`config.mk`:
```
export PLATFORM = sky130hd
export DESIGN_NAME = pipe_skid_reg
export DESIGN_NICKNAME = d
export VERILOG_FILES = /design/src/rtl/pipe_skid_reg.sv
export SDC_FILE = /design/constraint.sdc
export NUM_CORES = 1
export LEC_CHECK = 0
export BUFFER_PORTS_ARGS = -buffer_cell sky130_fd_sc_hd__buf_4
export CAP_MARGIN = 30
export CORE_MARGIN = 10
export CORE_UTILIZATION = 50
export CTS_BUF_LIST = sky130_fd_sc_hd__clkbuf_2
export CTS_CLUSTER_SIZE = 30
export DETAILED_ROUTE_END_ITERATION = 10
export GPL_TIMING_DRIVEN = 0
export PLACE_DENSITY_LB_ADDON = 0.25
export SLEW_MARGIN = 0
export SYNTH_ARGS = -nofsm -noshare
export SYNTH_HDL_FRONTEND = slang
export SYNTH_SLANG_ARGS = --single-unit
```
`constraint.sdc`:
```
create_clock -name clk -period 1.4 [get_ports clk]
set_input_delay 0.28 -clock clk [delete_from_list [all_inputs] [get_ports clk]]
set_output_delay 0.28 -clock clk [all_outputs]
set_load 0.02 [all_outputs]
```
`src/rtl/pipe_skid_reg.sv`:
```
// Pipeline register with a one-entry skid buffer.
// The main register drives the output; the skid register catches the one
// extra beat that arrives while downstream stalls. Because of the skid
// register, in_ready_o and out_valid_o can both be registered, so there is no
// combinational path from out_ready_i or in_valid_i to either of them.
module pipe_skid_reg #(
  parameter int                 DATA_W       = 110,
  parameter bit                 CLR_ON_FLUSH = 1'b1,
  parameter logic [DATA_W-1:0]  RST_VAL      = '0
) (
  input  logic              clk,
  input  logic              rst,
  input  logic              flush_i,
  input  logic              in_valid_i,
  input  logic [DATA_W-1:0] in_data_i,
  output logic              in_ready_o,
  output logic              out_valid_o,
  output logic [DATA_W-1:0] out_data_o,
  input  logic              out_ready_i,
  output logic [1:0]        count_o
);

  // The encoding doubles as the number of held entries.
  typedef enum logic [1:0] {
    EMPTY = 2'd0,
    BUSY  = 2'd1,
    FULL  = 2'd2
  } state_t;

  state_t            state_reg, state_next;
  logic [DATA_W-1:0] main_reg, main_next;
  logic [DATA_W-1:0] skid_reg, skid_next;
  logic              in_ready_reg, in_ready_next;
  logic              out_valid_reg, out_valid_next;
  logic [1:0]        count_reg, count_next;
  logic              in_fire;
  logic              out_fire;

  assign in_fire  = in_valid_i & in_ready_reg & ~flush_i;
  assign out_fire = out_valid_reg & out_ready_i;

  // Next-state, payload steering and next values of the registered flags.
  always_comb begin
    state_next = state_reg;
    main_next  = main_reg;
    skid_next  = skid_reg;
    if (flush_i) begin
      // Flush wins over every handshake; an out_fire this cycle still counts
      // as delivered, an offered input is simply dropped.
      state_next = EMPTY;
      if (CLR_ON_FLUSH) begin
        main_next = '0;
        skid_next = '0;
      end
    end else begin
      unique case (state_reg)
        EMPTY: begin
          if (in_fire) begin
            main_next  = in_data_i;
            state_next = BUSY;
          end
        end
        BUSY: begin
          if (in_fire && out_fire) begin
            main_next = in_data_i;
          end else if (in_fire) begin
            // Downstream stalled: park the new beat, keep main stable.
            skid_next  = in_data_i;
            state_next = FULL;
          end else if (out_fire) begin
            state_next = EMPTY;
          end
        end
        FULL: begin
          if (out_fire) begin
            main_next  = skid_reg;
            state_next = BUSY;
          end
        end
        default: begin
          state_next = EMPTY;
        end
      endcase
    end
    in_ready_next  = (state_next != FULL);
    out_valid_next = (state_next != EMPTY);
    count_next     = state_next;
  end

  // State, payload and handshake flag registers.
  always_ff @(posedge clk) begin
    if (rst) begin
      state_reg     <= EMPTY;
      main_reg      <= RST_VAL;
      skid_reg      <= RST_VAL;
      in_ready_reg  <= 1'b1;
      out_valid_reg <= 1'b0;
      count_reg     <= 2'd0;
    end else begin
      state_reg     <= state_next;
      main_reg      <= main_next;
      skid_reg      <= skid_next;
      in_ready_reg  <= in_ready_next;
      out_valid_reg <= out_valid_next;
      count_reg     <= count_next;
    end
  end

  assign in_ready_o  = in_ready_reg;
  assign out_valid_o = out_valid_reg;
  assign out_data_o  = main_reg;
  assign count_o     = count_reg;

endmodule

```
# Word level (Yosys, flattened, before mapping)
# Index checks and enable logic that the tools add are counted.
# W data, S select, Z words.
word_totals:
  reg_bits: 224
  inputBits: 115
  out_inout_bits: 114
  word_cells: 34
op_classes:
  n_eq_ne: 6
  n_mux: 11
  bitwise: 5
  reduce_logical: 7
op_table:
  columns: ["operator", "count"]
  rows:
  - ["$mux W110", 3]
  - ["$pmux W110 S3", 1]
  - ["$mux W2", 6]
  - ["$ne A2 B2 Y1 const B", 4]
  - ["$pmux W2 S3", 1]
  - ["$reduce_and A4 Y1", 1]
  - ["$and A1 B1 Y1", 3]
  - ["$reduce_and A3 Y1", 1]
  - ["$reduce_bool A3 Y1", 1]
  - ["$eq A2 B1 Y1 const B", 1]
  - ["$eq A2 B2 Y1 const B", 1]
  - ["$logic_not A2 Y1", 1]
  - ["$not A1 Y1", 2]
  - ["$reduce_bool A2 Y1", 1]
  - ["$reduce_or A2 Y1", 1]
  - ["$logic_and A1 B1 Y1", 1]

# Depth between registers and ports, before layout
# Gate-level depths: netlist of run 1.
logic_depth:
  ltp_word: 7
  depth_mapped: 6
  mapped_depth_nobuf: 3

# Worst setup path before layout of run 1
# No wires, ideal clock.
synth_timing:
  path_kind: "flip-flop to flip-flop"
  start: "register count_o[1] (netlist name)"
  end: "register main_reg[0] (netlist: out_data_o[0])"
  setup_time_ns: 0.138
  arrival_ns: 1.477
  required_time_ns: 1.262
  slack_ns: -0.215
  path_stages_with_launch: 7
  n_path_buf: 3
  synth_period_minus_slack_ns: 1.615
  cell_sequence: "dfxtp_1 and4bb_2 buf_2 buf_4 buf_2 a211oi_1 a211oi_1"
synth_lines:
  columns: ["element", "line_no", "rtl"]
  rows:
  - ["end signal, assigned", "101", "main_reg <= main_next;"]
  - ["end, declared", "31", "logic [DATA_W-1:0] main_reg, main_next;"]

# Final worst setup path of run 1
layout_timing:
  start: "register out_valid_reg (netlist: out_valid_o)"
  end: "register main_reg[34] (netlist: out_data_o[34])"
layout_via:
  elab_chain_cells: 4
  word_cells_on_any_way: 5
  classes_between: "eq/ne (2); bitwise (1); reduce/logical (2)"
layout_lines:
  columns: ["element", "line_no", "rtl"]
  rows:
  - ["start, declared", "34", "logic out_valid_reg, out_valid_next;"]
  - ["start signal, assigned", "104", "out_valid_reg <= out_valid_next;"]
  - ["$and A1 B1 Y1 (*)", "40", "assign out_fire = out_valid_reg & out_ready_i;"]
  - ["$logic_and A1 B1 Y1", "64", "if (in_fire && out_fire) begin"]
  - ["$ne A2 B2 Y1 (no line)", null, null]
  - ["$reduce_and A4 Y1 (no line) (*)", null, null]
# Every way passes the cells marked *; elsewhere a longest branch is shown, timed or not.
# A chain may end at the register's enable or synchronous reset.

==> summary by stage, run 1 <==
Outcome
The flow ran to the end, but the final reports show violations. The checks that failed: negative setup slack.

Logic synthesis
The synthesized flop and latch total is 224. The largest total area in the synthesized netlist belongs to dfxtp_1. During synthesis, Yosys emitted a total of 0 warnings. The number of distinct standard cells referenced by the synthesized netlist is 27.

The number of enable flip-flop cells after synthesis is 0. The share of the Yosys chip area taken by registers is 46.2%. The cell count after synthesis is 1,039.

Each instance of the synthesized netlist takes up on average 9.34 sq um. The most used flip-flop cell after synthesis is dfxtp_1. The cell area that synthesis handed to floorplanning was 0.00971 sq mm. The total nets after synthesis is 1,154. The proportion of register bits with asynchronous set or reset after synthesis is 0%. The portion of synthesized cell area occupied by the leading cell type is 46.2%.

By area the synthesized netlist is led by dfxtp_1 46%, a211oi_1 17%, mux2i_1 11%.

Route
The routed layout has 10,700 vias. Before antenna repair, the detailed router went through 5 iterations. The post-route DRC violation count is 0.

The via density per instance is 6.01. The violation count after the first detailed-routing iteration is 867. The detailed-routing wirelength on met1 is 15,000 um. After detailed routing, the average wire length per cell comes to ~21 um. In this run the remaining antenna-violating nets after routing total 0. For this block, the routed nets add up to 37,700 um of wire. The met2 layer wire length in the routed design is 18,500 um. The highest signal layer in the routed design is met4. The met3 wirelength from detailed routing is 2960 um.

GRT
The global-route wire length before repair is 55,800 um. The residual overflow from global routing is 0. Entering global routing, the biggest net connects 15 pins. The via count of the first global-routing pass is 10,200. The total global-route track usage is a little over a quarter. The number of antenna violations at the first check in global routing is 5.

Place
The congestion estimate from routability-driven global placement came to 0.829. The cell area reported after detailed placement is 0.0124 sq mm. After legalization and detailed placement, the total HPWL measured between 20,000 and 25,000 um. The port buffer count is approximately 230. OpenSTA, run right after detailed placement, puts the worst setup slack at -0.775 ns.

Worst setup path
The beginning of the worst register-to-register path is out_valid_o. STA classifies the critical path endpoint as a flop. The worst register-to-register path ends at out_data_o[34]. Along the worst path, the maximum fanout reaches 10. The worst setup path is of the flop to flop kind. Across all register-to-register paths, the minimum setup slack is -0.27 ns. STA classifies the critical path startpoint as a flop.

STA puts the critical path data required time at between 2 and 2.5 ns. STA puts the critical path data arrival time at about 2.4 ns. Counting cells, the worst reg-to-reg path comes to 6.

Die
Pin placement for this block handled about 230 I/O pins. The number of placement rows is 50. The die outline height is 159 um. The die boundary width is 159 um. The initial cell density of the core is ~50%.

The area of the core is 0.0189 sq mm. The floorplan step defined a die boundary enclosing 0.0254 sq mm.

Clock network
The H-tree was split into 2 levels. In this run the deepest clock path goes through 3 buffers. The clock latency reported for the late side of the worst-skew pair is 0.83 ns. The clock input transition at the sequential cells of the worst setup and hold paths is 0.10 ns. TritonCTS built the clock tree.

The root buffer cell chosen for the clock tree is clkbuf_2. Counting every sink on the clock net gives 224. Clock tree synthesis inserted a total of 56 buffers.

STA
Setup repair after global routing could not meet its margin everywhere. The fmax is ~600 MHz. At the pin with the least slew margin, the transition time is 0.675 ns. Once routing completed, OpenROAD measured the worst setup slack at -0.272 ns. After layout, the minimum clock period comes to 1.67 ns.

The hold violation count in the final report came to 0. The headroom to the max-slew limit is 55.0%. The worst hold slack across all endpoints is around 0.21 ns. The worst clock skew is roughly 0.037 ns. The fraction of the cycle the final worst path needs is 119%. Setup violations remaining at the end of the flow were counted as about 340.

The number of slew-limit violations in the final report was 0.

Min path
The path class of the tightest hold or removal check is primary input to flop. The start point of the worst hold path is flush_i. The worst hold path passes through 5 cells.

The worst hold path terminates at count_o[0].

Power and ir drop
The cell area power density is 868 mW/mm^2. The worst voltage drop across the vdd grid is 799 uV. The completed layout was analyzed and its total power is ~13 mW. The analysis attributes to cell leakage a power of ~6.5 nW.

Cells and area
At the end of the flow the core is filled with cells to between 80% and 90%. The top cell types in the final layout, fill and taps aside, are 162 x buf_4, 136 x buf_6, 113 x a211oi_1, 113 x dlygate4sd3_1. The area of all placed cells without fillers is between 0.015 and 0.02 sq mm. The final layout net count is around 1,600. The layout overhead on the synthesized area is 59.0%. The library cell used most frequently in the layout, excluding fill and tap cells, is buf_4. Cells with a size suffix above 1 make up 45.5% of the layout.

Job
Max-cap violations in this run came to 0.
## logic make-up after synthesis
logic type | Yosys count | synth area share, %
compound gates | 449 | 29.1
buf+inv | 135 | 6.88
mux | 110 | 11.3
simple gates | 121 | 6.51
flops | 224 | 46.2
## through the flow
step                      instances  TNS, ns
after global routing           1775   -78.72
after CTS                      1743   -64.72
final                          1776   -55.12
after floorplan                1039   -0.608
after detailed placement       1527  -140.36
after global placement         1527  -146.44
## worst max-delay path by stage
| stage | start | to | depth (start not counted) |
|---|---|---|---|
| finish | out_valid_o | out_data_o[34] | 6 |
| global route | out_valid_o | skid_reg[5] | 5 |
| CTS | count_o[0] | count_o[0] | 1 |
| detailed placement | flush_i | out_data_o[34] | 6 |
| global placement | flush_i | out_data_o[36] | 6 |
| floorplan | count_o[1] | out_data_o[10] | 6 |
## final cells by class
class	instances	area [sq um]
repair buffers	379	3650
diodes	6	15.0
flip-flops and latches	224	4670
fillers	1093	3460
clock buffers	83	415
multi-input cells	680	5210
plain buffers	133	1080
well taps	260	325
clock inverters	11	67.6
## routing by layer
| layer | up-vias | GRT usage (%) |
|---|---|---|
| li1 | 4884 | - |
| met1 | 5118 | 33.0 |
| met2 | 557 | 43.2 |
| met3 | 115 | 5.45 |
| met4 | 0 | 10.9 |
| met5 | - | 0 |
## critical path: stages (launching register included)
cell and delay (ns):
dfxtp_4 0.38, buf_4 0.14, a21boi_2 0.27, o22ai_4 0.13, buf_6 0.16, clkbuf_4 0.20
a211oi_1 0.27
## power by group
part / internal (mW) / switching (mW) / total (mW)
combinational: 1.20 / 1.19 / 2.39
clock: 1.74 / 2.65 / 4.39
sequential: 6.49 / 0.121 / 6.61
## synthesized netlist by cell type, types with 2 or more instances
cell type,n
a21oi_1,111
buf_6,10
buf_4,4
a211oi_1,220
dfxtp_1,224
nand3_1,111
a21o_1,2
buf_1,3
clkbuf_1,61
buf_2,57
mux2i_1,110
o21ai_0,110
nand2_1,2
## what timing repair did
item / in CTS / in global routing
endpoints found under the hold margin: 224 / 0
cloned: 3 / 3
pin swaps: 2 / 10
resized for setup: 182 / 239
endpoints found under the setup margin: 337 / 337
buffers inserted: 6 / 26
hold buffers: 113 / 0
(Power assumes the default switching activity.)
==> run 2, diff against run 1 <==
==> constraint.sdc (replaced) <==
create_clock -name clk -period 2.1 [get_ports clk]
set_input_delay 0.42 -clock clk [delete_from_list [all_inputs] [get_ports clk]]
set_output_delay 0.42 -clock clk [all_outputs]
set_load 0.05 [all_outputs]
==> summary by stage, run 2 (synthesized netlist as in run 1, its figures left out) <==
Route
The number of search-and-repair iterations in the first detailed-routing pass is 5 (unchanged). The average wire per standard cell is 19.5 um (-8.3%). The detailed-route via count is 10,100 (-5.3%). The remaining antenna violation count after routing came to 0 (unchanged). The via density per instance is 5.83 (-3.0%). The post-route DRC violation count is 0 (unchanged).

The violation count after the first detailed-routing iteration is 761 (-12%). The post-detailed-routing wire length came to 33,800 um (-10%).

Clock network
The clock tree from TritonCTS is done. The number of sinks handled by clock tree synthesis was 224 (unchanged). The total clock buffers created by CTS is 57 (+1.8%). The clock latency reported for the late side of the worst-skew pair is 0.88 ns (+0.05 ns). The maximum root-to-sink buffer count was 3 (unchanged). The clock input transition at the sequential cells of the worst setup and hold paths came to 0.13 ns (+0.03 ns).

Clock tree synthesis selected as its root buffer the cell clkbuf_2. The H-tree depth reported by CTS is 2 (unchanged).

STA
Setup repair after global routing left no endpoint under its margin. The headroom to the max-slew limit is 49.2% (-5.8 points). Dividing the final minimum period by the clock period gives 97.1%. The worst clock skew is 0.0601 ns (+0.0230 ns). The time the worst path needs with I/O delays and setup is 2.04 ns. The final setup violation count is 0 (-100%). The number of slew-limit violations in the final report is 0 (unchanged). The fmax is 490 MHz. The final worst slack is 0.0604 ns (+0.333 ns). The transition at the pin with the smallest max-transition slack was 0.763 ns (+0.0877 ns). The hold violation count in the final report is 0 (unchanged).

Cells and area
The final layout net count is 1,554 (-2.2%). The layout overhead on the synthesized area is 37.5%. The final standard cell utilization of the core is 70.7% (-11 points). The final standard cell count with taps included and fillers excluded was 1,734 (-2.4%). The library cells used most frequently in the layout, excluding fill and tap cells, are 232 x buf_4, 222 x dfxtp_1, 220 x a211oi_1. The proportion of layout cells with a drive suffix above 1 is 27.3% (-18 points).

The most common library cell in the layout ignoring fill and taps is buf_4.

Power and ir drop
The total power of the final layout came to 8.63 mW (-36%). The standby leakage power was 5.82 nW (-10%). The worst voltage drop across the vdd grid is 429 uV (-46%). The cell area power density is 647 mW/mm^2 (-25%).

Place
The HPWL reported at the end of detailed placement is 21,800 um (+0.29%). The cell total after placement came to 1,527 (unchanged). The worst slack at placement is -0.231 ns (+0.544 ns). The port buffer count was 228 (unchanged). The routability-driven placement congestion ratio is 0.844 (+1.8%).

Die
The die boundary width came to 159 um (unchanged). The die outline height is 159 um (unchanged). The initial cell density of the core came to 51.4% (unchanged). The area of the core is 0.0189 sq mm (unchanged). The number of placement rows came to 50 (unchanged).

The floorplan die area is 0.0254 sq mm (unchanged). The top-level port count came to 229 (unchanged).

Worst setup path
The worst-path cell with the longest stage delay is clkbuf_1. The most numerous cell on the critical path is clkbuf_1. The start point of the critical path is flush_i. The largest driver fanout on the critical path is 10 (unchanged). The setup path with the least slack is of type primary input to flop. Walking the worst path, the cells encountered are dlygate4sd3_1 -> buf_4 -> or2_2 -> clkbuf_1 -> clkbuf_1 -> clkbuf_1 -> a21oi_1. The largest stage delay on the critical path is 0.64 ns (+0.26 ns). The setup slack of the worst register-to-register path is 0.18 ns (+0.45 ns). The critical path required time is 2.79 ns (+0.70 ns). In this run the critical register-to-register path is launched from count_o[0].

The endpoint identified for the worst register-to-register timing path is skid_reg[27]. STA classifies the critical path startpoint as a primary input. The destination of the critical timing path is skid_reg[103]. The critical path capture point type is a flop. The arrival time reported for the critical path endpoint is 2.73 ns (+0.36 ns). The depth of the most critical reg-to-reg path is 5 (-1).

Outcome
The run finished with clean final reports.

GRT
The global-route wire length before repair came to 53,200 um (-4.7%). The residual overflow from global routing is 0 (unchanged). The via count of the first global-routing pass is 10,000 (-1.2%). The pin count of the biggest net entering global routing is 15 (unchanged). The number of antenna violations at the first check in global routing is 3 (-2). The total global-route track usage is 25.0% (-1.3 points).

Min path
The class of the tightest hold or removal check is primary input to flop.

Job
The number of violations of the max-capacitance limit is 0 (unchanged).
-- run 2: changes by cell type in the layout (fill, tap and decap cells not counted), moves of 39 or more --
| cell | previous run | this run |
|---|---|---|
| buf_6 | 136 | 10 |
| dfxtp_2 | 98 | 2 |
| a211oi_1 | 113 | 220 |
| buf_2 | 17 | 56 |
| dfxtp_1 | 110 | 222 |
| buf_4 | 162 | 232 |
| a211oi_2 | 104 | 0 |
-- run 2: how the worst min path moves through the flow --
| stage | startpoint | endpoint | slack [ns] | cells after the start |
|---|---|---|---|---|
| detailed placement | skid_reg[83] | skid_reg[83] | 0.47 | 2 |
| CTS | in_data_i[82] | skid_reg[82] | 0.30 | 4 |
| finish | in_data_i[77] | skid_reg[77] | 0.36 | 4 |
| global route | in_data_i[56] | skid_reg[56] | 0.32 | 4 |
| global placement | skid_reg[96] | skid_reg[96] | 0.46 | 2 |
| floorplan | skid_reg[0] | skid_reg[0] | 0.45 | 2 |
-- run 2: area by class of cell --
type,instances,area [sq um]
fillers,1496,5540
multi-input cells,680,4550
flip-flops and latches,224,4490
repair buffers,341,2840
plain buffers,135,684
clock buffers,85,425
well taps,260,325
clock inverters,6,22.5
diodes,3,7.51
-- run 2: where the power goes --
part           switching (mW)  internal [mW]  total, mW
registers              0.0520           4.33       4.38
logic                   0.864          0.590       1.45
clock network            1.75           1.05       2.80
total                    2.67           5.96       8.63
-- run 2: repair_timing --
action | CTS | global route
buffers inserted | 0 | 0
setup endpoints to repair | 0 | 83
resized for setup | 0 | 22
hold buffers | 113 | 0
endpoints found under the hold margin | 219 | 0
-- run 2: per-stage QoR --
stage / cell area, sq um / setup TNS, ns / hold slack, ns
after floorplan: 9710 / 0 / 0.453
after global placement: 11700 / -23.14 / 0.458
after detailed placement: 11700 / -25.37 / 0.465
after CTS: 13300 / 0 / 0.305
after global routing: 13300 / 0 / 0.319
final: 13300 / 0 / 0.362
-- run 2: routing by layer --
| layer | wire [um] | track usage, % | share of wire, % |
|---|---|---|---|
| met5 | 0 | 0 | 0 |
| met2 | 16100 | 41.0 | 48 |
| met1 | 14100 | 30.6 | 42 |
| met3 | 2390 | 6.20 | 7.1 |
| met4 | 1140 | 10.6 | 3.4 |
-- run 2: critical path, delay by kind of cell --
family	cells	cell delay (ns)
AOI/OAI and AO/OA	1	0.09
and+or+nand+nor	1	0.11
buffers and inverters	5	2.11
==> run 3, diff against run 2 <==
- BUFFER_PORTS_ARGS: -buffer_cell sky130_fd_sc_hd__buf_4 -> not set
- DONT_BUFFER_PORTS: not set -> 1
- SLEW_MARGIN: 0 -> not set
==> summary by stage, run 3 (synthesized netlist as in run 1, its figures left out) <==
Place
The routability-driven placement congestion ratio is 0.845 (+0.15%). The cell total after placement is 1,299 (-15%). The worst slack at placement came to -0.322 ns (-0.0905 ns). The port buffer count is 0 (-100%). The HPWL reported at the end of detailed placement is 21,200 um (-2.8%). The cell area reported after detailed placement is 0.0100 sq mm (-15%).

Route
The remaining antenna violation count after routing is 0 (unchanged). The average wire per standard cell is 21.2 um (+9.0%). The violation count after the first detailed-routing iteration came to 539 (-29%). The detailed-route via count is 9,146 (-9.6%). The post-detailed-routing wire length came to 32,200 um (-4.6%). The via density per instance is 6.03 (+3.4%).

The post-route DRC violation count is 0 (unchanged). The number of search-and-repair iterations in the first detailed-routing pass is 5 (unchanged).

Outcome
The run finished with clean final reports.

Clock network
The H-tree depth reported by CTS is 2 (unchanged). In this run the clock root is driven by a clkbuf_2. The number of sinks handled by clock tree synthesis is 224 (unchanged). The clock input transition at the sequential cells of the worst setup and hold paths is 0.12 ns (about the same).

The total clock buffers created by CTS is 57 (unchanged). The clock latency reported for the late side of the worst-skew pair is 0.84 ns (-0.04 ns). The clock tree from TritonCTS is done.

The number of buffers inserted to repair setup after CTS was 0 (unchanged). The maximum root-to-sink buffer count is 3 (unchanged).

GRT
The via count of the first global-routing pass is 8,803 (-12%). The number of antenna violations at the first check in global routing is 3 (unchanged). The total global-route track usage is 23.7% (-1.3 points).

The global-route wire length before repair came to 50,100 um (-5.9%). The residual overflow from global routing is 0 (unchanged). The pin count of the biggest net entering global routing is 15 (unchanged).

STA
The transition at the pin with the smallest max-transition slack is 0.717 ns (-0.0452 ns). Setup repair after global routing left no endpoint under its margin. The headroom to the max-slew limit came to 52.2% (+3.0 points). The hold violation count in the final report is 0 (unchanged). The final setup violation count came to 0 (unchanged).

The time the worst path needs with I/O delays and setup is 1.99 ns (-0.0449 ns). The number of slew-limit violations in the final report came to 0 (unchanged). The fraction of the cycle the final worst path needs is 95.0% (-2.1 points). The worst clock skew is 0.0646 ns (+0.00455 ns). The worst hold slack across all endpoints is 0.154 ns (-0.207 ns).

The final worst slack is 0.105 ns (+0.0449 ns). The fmax is 501 MHz (+2.2%).

Die
The initial cell density of the core is 51.4% (unchanged). The floorplan die area is 0.0254 sq mm (unchanged). The die outline height is 159 um (unchanged). The die boundary width came to 159 um (unchanged).

The area of the core is 0.0189 sq mm (unchanged). The top-level port count is 229 (unchanged). The number of placement rows is 50 (unchanged).

Power and ir drop
The worst voltage drop across the vdd grid is 506 uV (+18%). The cell area power density is 712 mW/mm^2 (+10%). The combinational share of power is 10.7% (-6.1 points).

The standby leakage power was 4.67 nW (-20%). The part of the total power dissipated in the clock network is 33.4% (+1.0 points). The switching power is 2.67 mW (+0.20%). The switching share of total power came to 32.1% (+1.2 points). The portion of total power attributed to sequential cells is 55.9% (+5.2 points). The internal power summed over all cells is 5.65 mW (-5.2%).

Worst setup path
The worst setup path is of the flop to output port kind. The critical path required time came to 1.68 ns (-1.11 ns). The largest driver fanout on the critical path is 2 (-8). The worst setup path is launched from a flop. STA classifies the critical path endpoint as an output port. The arrival time reported for the critical path endpoint is 1.57 ns (-1.16 ns).

Job
The number of violations of the max-capacitance limit is 0 (unchanged).

Cells and area
The final standard cell utilization of the core is 61.9% (-8.8 points). The layout overhead on the synthesized area is 20.4%. The final standard cell count with taps included and fillers excluded came to 1,517 (-13%).

The proportion of layout cells with a drive suffix above 1 is 13.6% (-14 points). The final layout net count was 1,326 (-15%). In the layout the commonest cells are 220 x a211oi_1, 220 x dfxtp_1, 113 x dlygate4sd3_1. The area of all placed cells without fillers is 0.0117 sq mm (-12%).

Min path
The class of the tightest hold or removal check is primary input to flop.
## run 3: power groups by stage
stage / sequential (mW) / combinational [mW] / clock, mW
5_1_grt: 4.67 / 0.961 / 3.06
3_3_place_gp: 4.76 / 0.645 / 0
6_report: 4.66 / 0.887 / 2.78
3_5_place_dp: 4.76 / 0.651 / 0
2_1_floorplan: 4.73 / 0.485 / 0
4_1_cts: 4.66 / 0.869 / 2.84
## run 3: cell type report
| class | count | area, sq um |
|---|---|---|
| Fill cell | 1707 | 7200 |
| Multi-Input combinational cell | 680 | 4550 |
| Sequential cell | 224 | 4500 |
| Timing Repair Buffer | 113 | 1130 |
| Buffer | 135 | 694 |
| Clock buffer | 72 | 360 |
| Tap cell | 260 | 325 |
| Clock inverter | 30 | 119 |
| Antenna cell | 3 | 7.51 |
## run 3: path summary, 6_finish.rpt
kind / start / endpoint / slack, ns / cells past startpoint
max: out_data_o[71] / out_data_o[71] / 0.11 / 0
min: out_ready_i / skid_reg[109] / 0.15 / 4
max reg2reg: out_valid_o / out_data_o[38] / 0.13 / 6
min reg2reg: skid_reg[25] / skid_reg[25] / 0.48 / 2
## run 3: through the flow
| stage | setup TNS (ns) | power (mW) |
|---|---|---|
| detailed placement | -36.56 | 5.41 |
| finish | 0 | 8.33 |
| floorplan | 0 | 5.21 |
| global route | 0 | 8.69 |
| CTS | 0 | 8.37 |
| global placement | -34.53 | 5.40 |
## run 3: layer usage
metal	part of all wire (%)	wire (um)	GRT usage, %	vias up
met5	0	0	0	-
met4	2.8	886	9.52	0
met3	8.0	2580	7.28	68
met2	47	15100	37.1	361
met1	42	13600	29.8	4368
li1	-	-	-	4349
## run 3: timing repair
action | in CTS | in global routing
hold endpoints to repair | 224 | 0
gates resized for setup | 13 | 20
hold buffers | 113 | 0
endpoints found under the setup margin | 211 | 140
